$ cat src/rtl/riscv_defines.sv
// rtl/riscv_defines.sv - shared widths, arbiter state type and counter sizing helper
//
// Purpose: common definitions for the data-memory arbiter.
//   RISCV_ADDR_WIDTH : byte address width of the data-memory port
//   RISCV_WORD_WIDTH : data word width of the data-memory port
//   arb_state_e      : arbiter FSM states (IDLE, BUSY)
//   arb_cnt_width()  : width of the BUSY-cycle counter for a given timeout

package riscv_defines;

    localparam int RISCV_ADDR_WIDTH = 32;
    localparam int RISCV_WORD_WIDTH = 32;

    typedef enum logic {
        IDLE = 1'b0,
        BUSY = 1'b1
    } arb_state_e;

    // Counter must hold 0..TIMEOUT; a disabled timeout still needs one bit.
    function automatic int arb_cnt_width(input int timeout);
        int w;
        if (timeout <= 0) begin
            w = 1;
        end else begin
            w = $clog2(timeout + 1);
        end
        if (w < 1) begin
            w = 1;
        end
        return w;
    endfunction

endpackage

$ cat src/rtl/dmem_arbiter.sv
// rtl/dmem_arbiter.sv - two-master round-robin arbiter for the data-memory port
//
// Purpose: shares one data-memory port between requester 0 (load/store unit)
// and requester 1 (debug/DMA). Alternates grants when both wait; terminates a
// transaction with an error after TIMEOUT BUSY cycles (TIMEOUT=0 disables).
//
// Ports:
//   clk, rst_n                    clock, asynchronous active-low reset
//   mN_valid_i/addr_i/wdata_i/we_i requester N request (N=0,1)
//   mN_ready_o/err_o/rdata_o      requester N completion pulse, error flag, read data
//   dmem_valid_o/addr_o/wdata_o/we_o  request to memory, muxed from granted requester
//   dmem_ready_i/rdata_i          memory completion and read data (same cycle)

module dmem_arbiter
    import riscv_defines::*;
#(
    parameter int TIMEOUT = 16
) (
    input  logic                        clk,
    input  logic                        rst_n,

    input  logic                        m0_valid_i,
    input  logic [RISCV_ADDR_WIDTH-1:0] m0_addr_i,
    input  logic [RISCV_WORD_WIDTH-1:0] m0_wdata_i,
    input  logic [3:0]                  m0_we_i,
    output logic                        m0_ready_o,
    output logic                        m0_err_o,
    output logic [RISCV_WORD_WIDTH-1:0] m0_rdata_o,

    input  logic                        m1_valid_i,
    input  logic [RISCV_ADDR_WIDTH-1:0] m1_addr_i,
    input  logic [RISCV_WORD_WIDTH-1:0] m1_wdata_i,
    input  logic [3:0]                  m1_we_i,
    output logic                        m1_ready_o,
    output logic                        m1_err_o,
    output logic [RISCV_WORD_WIDTH-1:0] m1_rdata_o,

    output logic                        dmem_valid_o,
    input  logic                        dmem_ready_i,
    output logic [RISCV_ADDR_WIDTH-1:0] dmem_addr_o,
    output logic [RISCV_WORD_WIDTH-1:0] dmem_wdata_o,
    output logic [3:0]                  dmem_we_o,
    input  logic [RISCV_WORD_WIDTH-1:0] dmem_rdata_i
);

    localparam int            CW       = arb_cnt_width(TIMEOUT);
    localparam logic [CW-1:0] CNT_LAST = CW'((TIMEOUT > 0) ? (TIMEOUT - 1) : 0);
    localparam logic [CW-1:0] CNT_MAX  = {CW{1'b1}};

    arb_state_e    state_q, state_d;
    logic          grant_q, grant_d;
    logic          last_q,  last_d;
    logic [CW-1:0] cnt_q,   cnt_d;

    logic pick;
    logic timeout_hit;

    // Lone requester wins; under contention the one not served last wins.
    assign pick = (m0_valid_i && m1_valid_i) ? ~last_q : m1_valid_i;

    assign timeout_hit = (TIMEOUT != 0) && (cnt_q == CNT_LAST);

    // State register: FSM, grant, last and cnt together.
    always_ff @(posedge clk or negedge rst_n) begin
        if (!rst_n) begin
            state_q <= IDLE;
            grant_q <= 1'b0;
            last_q  <= 1'b1;
            cnt_q   <= '0;
        end else begin
            state_q <= state_d;
            grant_q <= grant_d;
            last_q  <= last_d;
            cnt_q   <= cnt_d;
        end
    end

    // Next-state logic.
    always_comb begin
        state_d = state_q;
        grant_d = grant_q;
        last_d  = last_q;
        cnt_d   = cnt_q;
        unique case (state_q)
            IDLE: begin
                if (m0_valid_i || m1_valid_i) begin
                    state_d = BUSY;
                    grant_d = pick;
                    last_d  = pick;
                    cnt_d   = '0;
                end
            end
            BUSY: begin
                if (dmem_ready_i || timeout_hit) begin
                    state_d = IDLE;
                end else if (cnt_q != CNT_MAX) begin
                    cnt_d = cnt_q + 1'b1;
                end
            end
            default: state_d = IDLE;
        endcase
    end

    // Output logic: request mux and response demux. Everything is gated by
    // BUSY so the port and both response channels read as zero in IDLE/reset.
    always_comb begin
        logic                        done;
        logic                        err;
        logic [RISCV_WORD_WIDTH-1:0] rdata;

        dmem_valid_o = 1'b0;
        dmem_addr_o  = '0;
        dmem_wdata_o = '0;
        dmem_we_o    = '0;
        m0_ready_o   = 1'b0;
        m0_err_o     = 1'b0;
        m0_rdata_o   = '0;
        m1_ready_o   = 1'b0;
        m1_err_o     = 1'b0;
        m1_rdata_o   = '0;
        done         = 1'b0;
        err          = 1'b0;
        rdata        = '0;

        if (state_q == BUSY) begin
            dmem_valid_o = 1'b1;
            dmem_addr_o  = grant_q ? m1_addr_i  : m0_addr_i;
            dmem_wdata_o = grant_q ? m1_wdata_i : m0_wdata_i;
            dmem_we_o    = grant_q ? m1_we_i    : m0_we_i;

            // A real completion beats a timeout landing in the same cycle.
            done  = dmem_ready_i || timeout_hit;
            err   = !dmem_ready_i;
            rdata = dmem_ready_i ? dmem_rdata_i : '0;

            if (grant_q) begin
                m1_ready_o = done;
                m1_err_o   = done && err;
                m1_rdata_o = rdata;
            end else begin
                m0_ready_o = done;
                m0_err_o   = done && err;
                m0_rdata_o = rdata;
            end
        end
    end

endmodule

$ cat config.mk
export PLATFORM = sky130hd
export DESIGN_NAME = dmem_arbiter
export DESIGN_NICKNAME = d
export VERILOG_FILES = /design/src/rtl/riscv_defines.sv /design/src/rtl/dmem_arbiter.sv
export SDC_FILE = /design/constraint.sdc
export NUM_CORES = 1
export LEC_CHECK = 0
export CAP_MARGIN = 20
export CORE_AREA = 2 2 120 122
export DETAILED_ROUTE_END_ITERATION = 12
export DIE_AREA = 0 0 122 124
export PLACE_DENSITY = 0.52
export SYNTH_ARGS = -nofsm -noshare
export SYNTH_HDL_FRONTEND = slang
export SYNTH_SLANG_ARGS = --single-unit
$ cat constraint.sdc
create_clock -name clk -period 2.8 [get_ports clk]
set_input_delay 0.42 -clock clk [delete_from_list [all_inputs] [get_ports clk]]
set_output_delay 0.42 -clock clk [all_outputs]
set_load 0.02 [all_outputs]
==> summary.md, run 1 <==
| Metric | Value |
|---|---|
| Status | `finished clean` |
| Top cell type's share of synthesized area | `34.4%` |
| Commonest non-fill, non-tap cell in the layout | `clkdlybuf4s50_1` |
| DP Cell Count | `773` |
| Top-level I/O count | `310` |
| Top_reg_cell synth | `dfrtp_1` |
| Setup Viol. Count Final | `0` |
| Fmax achieved | `0.390 GHz` |
| Max-slew headroom | `70.6%` |
| Synth warnings | `0` |
| Crit path largest cell delay | `570 ps` |
| CP Capture Type | `output pin` |
| Hold crit path type | `in2async` |
| # DRC | `0` |
| Non-filler instance count after layout | `777` |
| Die W | `122 µm` |
| Die area | `15100 µm²` |
| Post-route ant nets | `0` |
| Crit path launch | `cnt_q[0]` |
| Worst Skew | `1.92 ps` |
| Port bufs | `309` |
| Hold WS | `475 ps` |
| Post-CTS resize count | `0` |
| First-pass GRT wire length | `16200 µm` |
| Antenna violations before repair | `1` |
| GRT Total Usage | `13.5%` |
| Overflow after GRT | `0` |
| WP data required | `2380 ps` |
| Leak Pwr | `2.17 nW` |
| Final #Nets | `774` |
| Crit Path Category | `reg2out` |
| Layout cells sized above 1 | `2.51%` |
| Comb power frac | `85.7%` |
| Final Hold Viols | `0` |
| CP startpoint kind | `register` |
| Starting Density | `14.9%` |
| Cell Area, Synth | `2040 µm²` |
| Clk root buf | `clkbuf_16` |
| Max cap viols | `0` |
| Max stage delay cell, worst path | `clkdlybuf4s50_1` |
| Worst vdd ir | `0.000261 V` |
| Slew @ Worst Pin | `441 ps` |
| CTS Buf Count | `3` |
| Internal power | `1.69 mW` |
| Row cnt | `43` |
| N_diodes | `0` |
| HPWL after DPL | `9580 µm` |
| Vias/cell | `4.01` |
| Largest net degree at the start of global routing | `54` |
| Reg2reg start | `cnt_q[0]` |
| Part of the Yosys area used for sequential elements | `9.88%` |
| Final Power | `3.11 mW` |
| Sw frac | `45.5%` |
| Ys async rst share | `100%` |
| Wire length per cell | `15.0 µm` |
| Worst-Skew Late Latency | `230 ps` |
| Vias in the first global route | `3126` |
| Fin Setup TNS | `0 ps` |
| RSZ-0062 raised after global routing | `false` |
| Post-route cell area | `5400 µm²` |
| CTS tree | `yes` |
| Post-synth top area cell | `mux2i_1` |
| Placed Area | `5320 µm²` |
| Drt total wl | `11600 µm` |
| DRT Pass-1 Iters | `4` |
| Util after Layout | `39.4%` |
| Maximum buffer depth of the clock tree | `2` |
| Synth Instances | `304` |
| Synth area leaders | `mux2i_1, nor2b_1, nor2_1, dfrtp_1, nand2_1` |
| RePlAce Congestion | `0.746` |
| Top delay family on crit path | `buffers and inverters` |
| Layout area overhead | `165%` |
| Slew Viols, Final | `0` |
| First-iteration detailed-routing DRC count | `92` |
| Seq cells post-synth | `8` |
| Clk sink count | `8` |
| CP arrival | `2140 ps` |
| Setup Buffers After CTS | `0` |
| Cts hold-fix bufs | `0` |
| Die Height | `124 µm` |
| Syn_nets | `480` |
| CTS HTree Levels | `1` |
| Sequential Power Share | `6.4%` |
| Clk network pwr share | `7.9%` |
| Final min period | `2560 ps` |
| Yosys cell types | `25` |
| Vias | `3117` |
| Number of enable flip-flop cells after synthesis | `0` |
| Worst path cell trace | `ha_1, and3_1, ha_1, nor2_1, nor2_1, clkdlybuf4s50_1` |
| Switching power | `1.41 mW` |
| Area of the core | `13700 µm²` |
| PnR worst setup slack | `238 ps` |
| Syn Area/Cell | `6.71 µm²` |
| CTS clk-pin slew, worst paths | `40 ps` |
| Most frequent cells in the layout | `clkdlybuf4s50_1, nor2_1, mux2i_1` |
| Worst-path fanout max | `4` |
| Crit path buffers/inverters | `1` |
| Crit share post-route | `91.5%` |
| PwrDens | `575 nW/µm²` |
| Pre-CTS WS | `369 ps` |
[power groups by stage]
stage	clock [mW]	sequential, mW	combinational [mW]
2_1_floorplan	0	0.184	1.49
3_3_place_gp	0	0.198	2.69
3_5_place_dp	0	0.200	2.69
4_1_cts	0.250	0.200	2.70
5_1_grt	0.262	0.207	2.84
6_report	0.246	0.199	2.66
[sequential cells by signal (all words and copies together) (netlist names)]
name and flops:
grant_q 1, cnt_q 5, state_q 1, last_q 1
[metal layers]
layer,global-route usage [%],vias up,wire (µm)
li1,-,1570,-
met2,27.2,171,6010
met4,1.72,2,48
met5,0,-,17
met3,4.26,6,1310
met1,13.9,1368,4250
[final timing paths]
check | endpoint | slack (ps) | cells past startpoint
max in group asynchronous | last_q | 2020 | 1
min in group clk | last_q | 490 | 2
hold reg to reg | last_q | 490 | 2
setup / recovery | m0_ready_o | 240 | 6
hold / removal | cnt_q[3] | 480 | 1
setup reg to reg | cnt_q[0] | 640 | 6
[cell usage after synthesis, types with 2 or more instances]
cell	n
a21oi_1	3
nand2b_1	4
clkbuf_1	18
nor2b_1	68
ha_1	3
nand2_1	35
nor2_1	71
a21o_1	2
inv_1	2
dfrtp_1	7
buf_2	8
mux2i_1	70
[cell families after synthesis]
kind of cell,after synthesis,share of synthesized area (%)
flops,8,9.88
buf+inv,29,6.20
simple gates,183,43.6
mux,71,35.1
fa+ha+maj,3,1.84
compound gates,9,2.94
xor+xnor,1,0.430
[cell type report]
type / instances / area, µm²
well taps: 180 / 225
repair buffers: 316 / 3170
flip-flops and latches: 8 / 206
clock buffers: 4 / 78.8
fillers: 1382 / 8320
multi-input cells: 267 / 1710
inverters: 2 / 7.51
No activity file was read; power rests on OpenSTA's default activity.
==> inputs of run 2 (changes only) <==
--- a/config.mk
+++ b/config.mk
@@ -7,6 +7,7 @@
 export LEC_CHECK = 0
 export CAP_MARGIN = 20
 export CORE_AREA = 2 2 120 122
+export CTS_BUF_LIST = sky130_fd_sc_hd__clkbuf_4 sky130_fd_sc_hd__clkbuf_8 sky130_fd_sc_hd__clkbuf_16
 export DETAILED_ROUTE_END_ITERATION = 12
 export DIE_AREA = 0 0 122 124
 export PLACE_DENSITY = 0.52
==> run 2 against run 1 <==
Sequential share of layout area is essentially flat; setup slack lost 9.8 ps; register-to-register slack is essentially flat; highest routed layer unchanged; largest cell class unchanged; total power grew 0.31%; die area is the same; clock skew grew 1.4 ps; cell area is essentially flat; hold slack lost 5.8 ps; critical endpoint unchanged; non-clock buffer count is the same; routed wire length shrank 0.21%.
==> summary.md, run 2 (same netlist as run 1, synthesis figures left out) <==
| Metric | Value |
|---|---|
| Fmax achieved | `0.389 GHz` |
| Layout area overhead | `165%` |
| Drt total wl | `11600 µm` |
| DP Cell Count | `773` |
| Reg2reg start | `cnt_q[0]` |
| Sequential Power Share | `6.4%` |
| DRT Pass-1 Iters | `4` |
| Overflow after GRT | `0` |
| Highest metal used | `met5` |
| Crit share post-route | `91.9%` |
| Die W | `122 µm` |
| Setup Viol. Count Final | `0` |
| PnR worst setup slack | `228 ps` |
| Post-route ant nets | `0` |
| WL met3 | `1320 µm` |
| CP arrival | `2150 ps` |
| Final #Nets | `774` |
| WP data required | `2380 ps` |
| Vias | `3123` |
| RR Endpoint | `cnt_q[0]` |
| Wire length per cell | `14.9 µm` |
| Antenna violations before repair | `1` |
| CP Capture Type | `output pin` |
| RePlAce Congestion | `0.746` |
| Slew @ Worst Pin | `430 ps` |
| RSZ-0062 raised after global routing | `false` |
| Vias in the first global route | `3125` |
| Leak Pwr | `2.18 nW` |
| Clk root buf | `clkbuf_16` |
| Port bufs | `309` |
| Non-filler instance count after layout | `777` |
| Largest net degree at the start of global routing | `54` |
| GRT Total Usage | `13.5%` |
| Worst-path fanout max | `4` |
| Worst vdd ir | `0.000276 V` |
| R2r setup slk | `640 ps` |
| Fin Setup TNS | `0 ps` |
| Clk sink count | `8` |
| Max reg flops | `5` |
| Layout cells sized above 1 | `2.68%` |
| Commonest non-fill, non-tap cell in the layout | `clkdlybuf4s50_1` |
| Post-CTS resize count | `0` |
| First-iteration detailed-routing DRC count | `87` |
| Max-slew headroom | `71.3%` |
| Worst reg2reg path depth | `6` |
| Max cap viols | `0` |
| Setup Buffers After CTS | `0` |
| Row cnt | `43` |
| Routed wl met2 | `6050 µm` |
| Comb power frac | `85.3%` |
| Clk network pwr share | `8.3%` |
| Die Height | `124 µm` |
| Die area | `15100 µm²` |
| Hold WS | `469 ps` |
| N_diodes | `0` |
| Vias/cell | `4.02` |
| Util after Layout | `39.4%` |
| Met1 WL | `4160 µm` |
| Internal power | `1.70 mW` |
| Cts hold-fix bufs | `0` |
| Slew Viols, Final | `0` |
| CTS Buf Count | `3` |
| CP startpoint kind | `register` |
| Most frequent cells in the layout | `clkdlybuf4s50_1, nor2_1, mux2i_1` |
| PwrDens | `577 nW/µm²` |
| CTS clk-pin slew, worst paths | `40 ps` |
| Top-level I/O count | `310` |
| Maximum buffer depth of the clock tree | `2` |
| Worst-Skew Late Latency | `240 ps` |
| Final min period | `2570 ps` |
| Biggest register | `cnt_q` |
| Area of the core | `13700 µm²` |
| Starting Density | `14.9%` |
| CTS HTree Levels | `1` |
| Sw frac | `45.4%` |
| Crit Path Category | `reg2out` |
| CTS tree | `yes` |
| HPWL after DPL | `9580 µm` |
| Pre-CTS WS | `369 ps` |
| Hold crit path type | `in2async` |
| Switching power | `1.41 mW` |
| Final Hold Viols | `0` |
| Status | `finished clean` |
| First-pass GRT wire length | `16200 µm` |
| Worst Skew | `3.29 ps` |
| # DRC | `0` |
run 2: routing by layer:
| layer | vias up | global-route usage [%] |
|---|---|---|
| met4 | 2 | 1.94 |
| met3 | 6 | 4.26 |
| met1 | 1371 | 13.9 |
| met5 | - | 0 |
| li1 | 1571 | - |
| met2 | 173 | 27.2 |
run 2: worst max-delay path: stages (launching register included):
cell and delay, ps:
dfrtp_1 420, ha_1 230, and3_1 200, ha_1 230, nor2_1 200, nor2_1 60, clkdlybuf4s50_1 570
run 2: per-stage QoR:
step,power [mW],cell area [µm²]
finish,3.12,5400
global route,3.31,5400
CTS,3.16,5400
detailed placement,2.89,5320
global placement,2.88,5320
floorplan,1.67,2040
run 2: worst max path at each step:
| stage | to | startpoint | slack [ps] | cells after the start |
|---|---|---|---|---|
| CTS | m1_ready_o | cnt_q[0] | 220 | 6 |
| detailed placement | m0_rdata_o[10] | dmem_ready_i | 370 | 5 |
| floorplan | cnt_q[0] | cnt_q[0] | 790 | 6 |
| finish | m0_ready_o | cnt_q[0] | 230 | 6 |
| global placement | m0_rdata_o[11] | dmem_ready_i | 350 | 5 |
| global route | m1_ready_o | cnt_q[0] | 120 | 6 |
run 2: area by class of cell:
| class | count | area (µm²) |
|---|---|---|
| tap | 180 | 225 |
| inverter | 2 | 7.51 |
| fill | 1381 | 8320 |
| clock buffer | 4 | 82.6 |
| multi-input combinational | 267 | 1710 |
| timing repair buffer | 316 | 3170 |
| sequential | 8 | 206 |
run 2: power by group through the flow:
| stage | combinational [mW] | sequential [mW] | clock (mW) |
|---|---|---|---|
| 6_report | 2.66 | 0.199 | 0.259 |
| 4_1_cts | 2.70 | 0.200 | 0.263 |
| 3_3_place_gp | 2.69 | 0.198 | 0 |
| 3_5_place_dp | 2.69 | 0.200 | 0 |
| 5_1_grt | 2.84 | 0.207 | 0.270 |
| 2_1_floorplan | 1.49 | 0.184 | 0 |
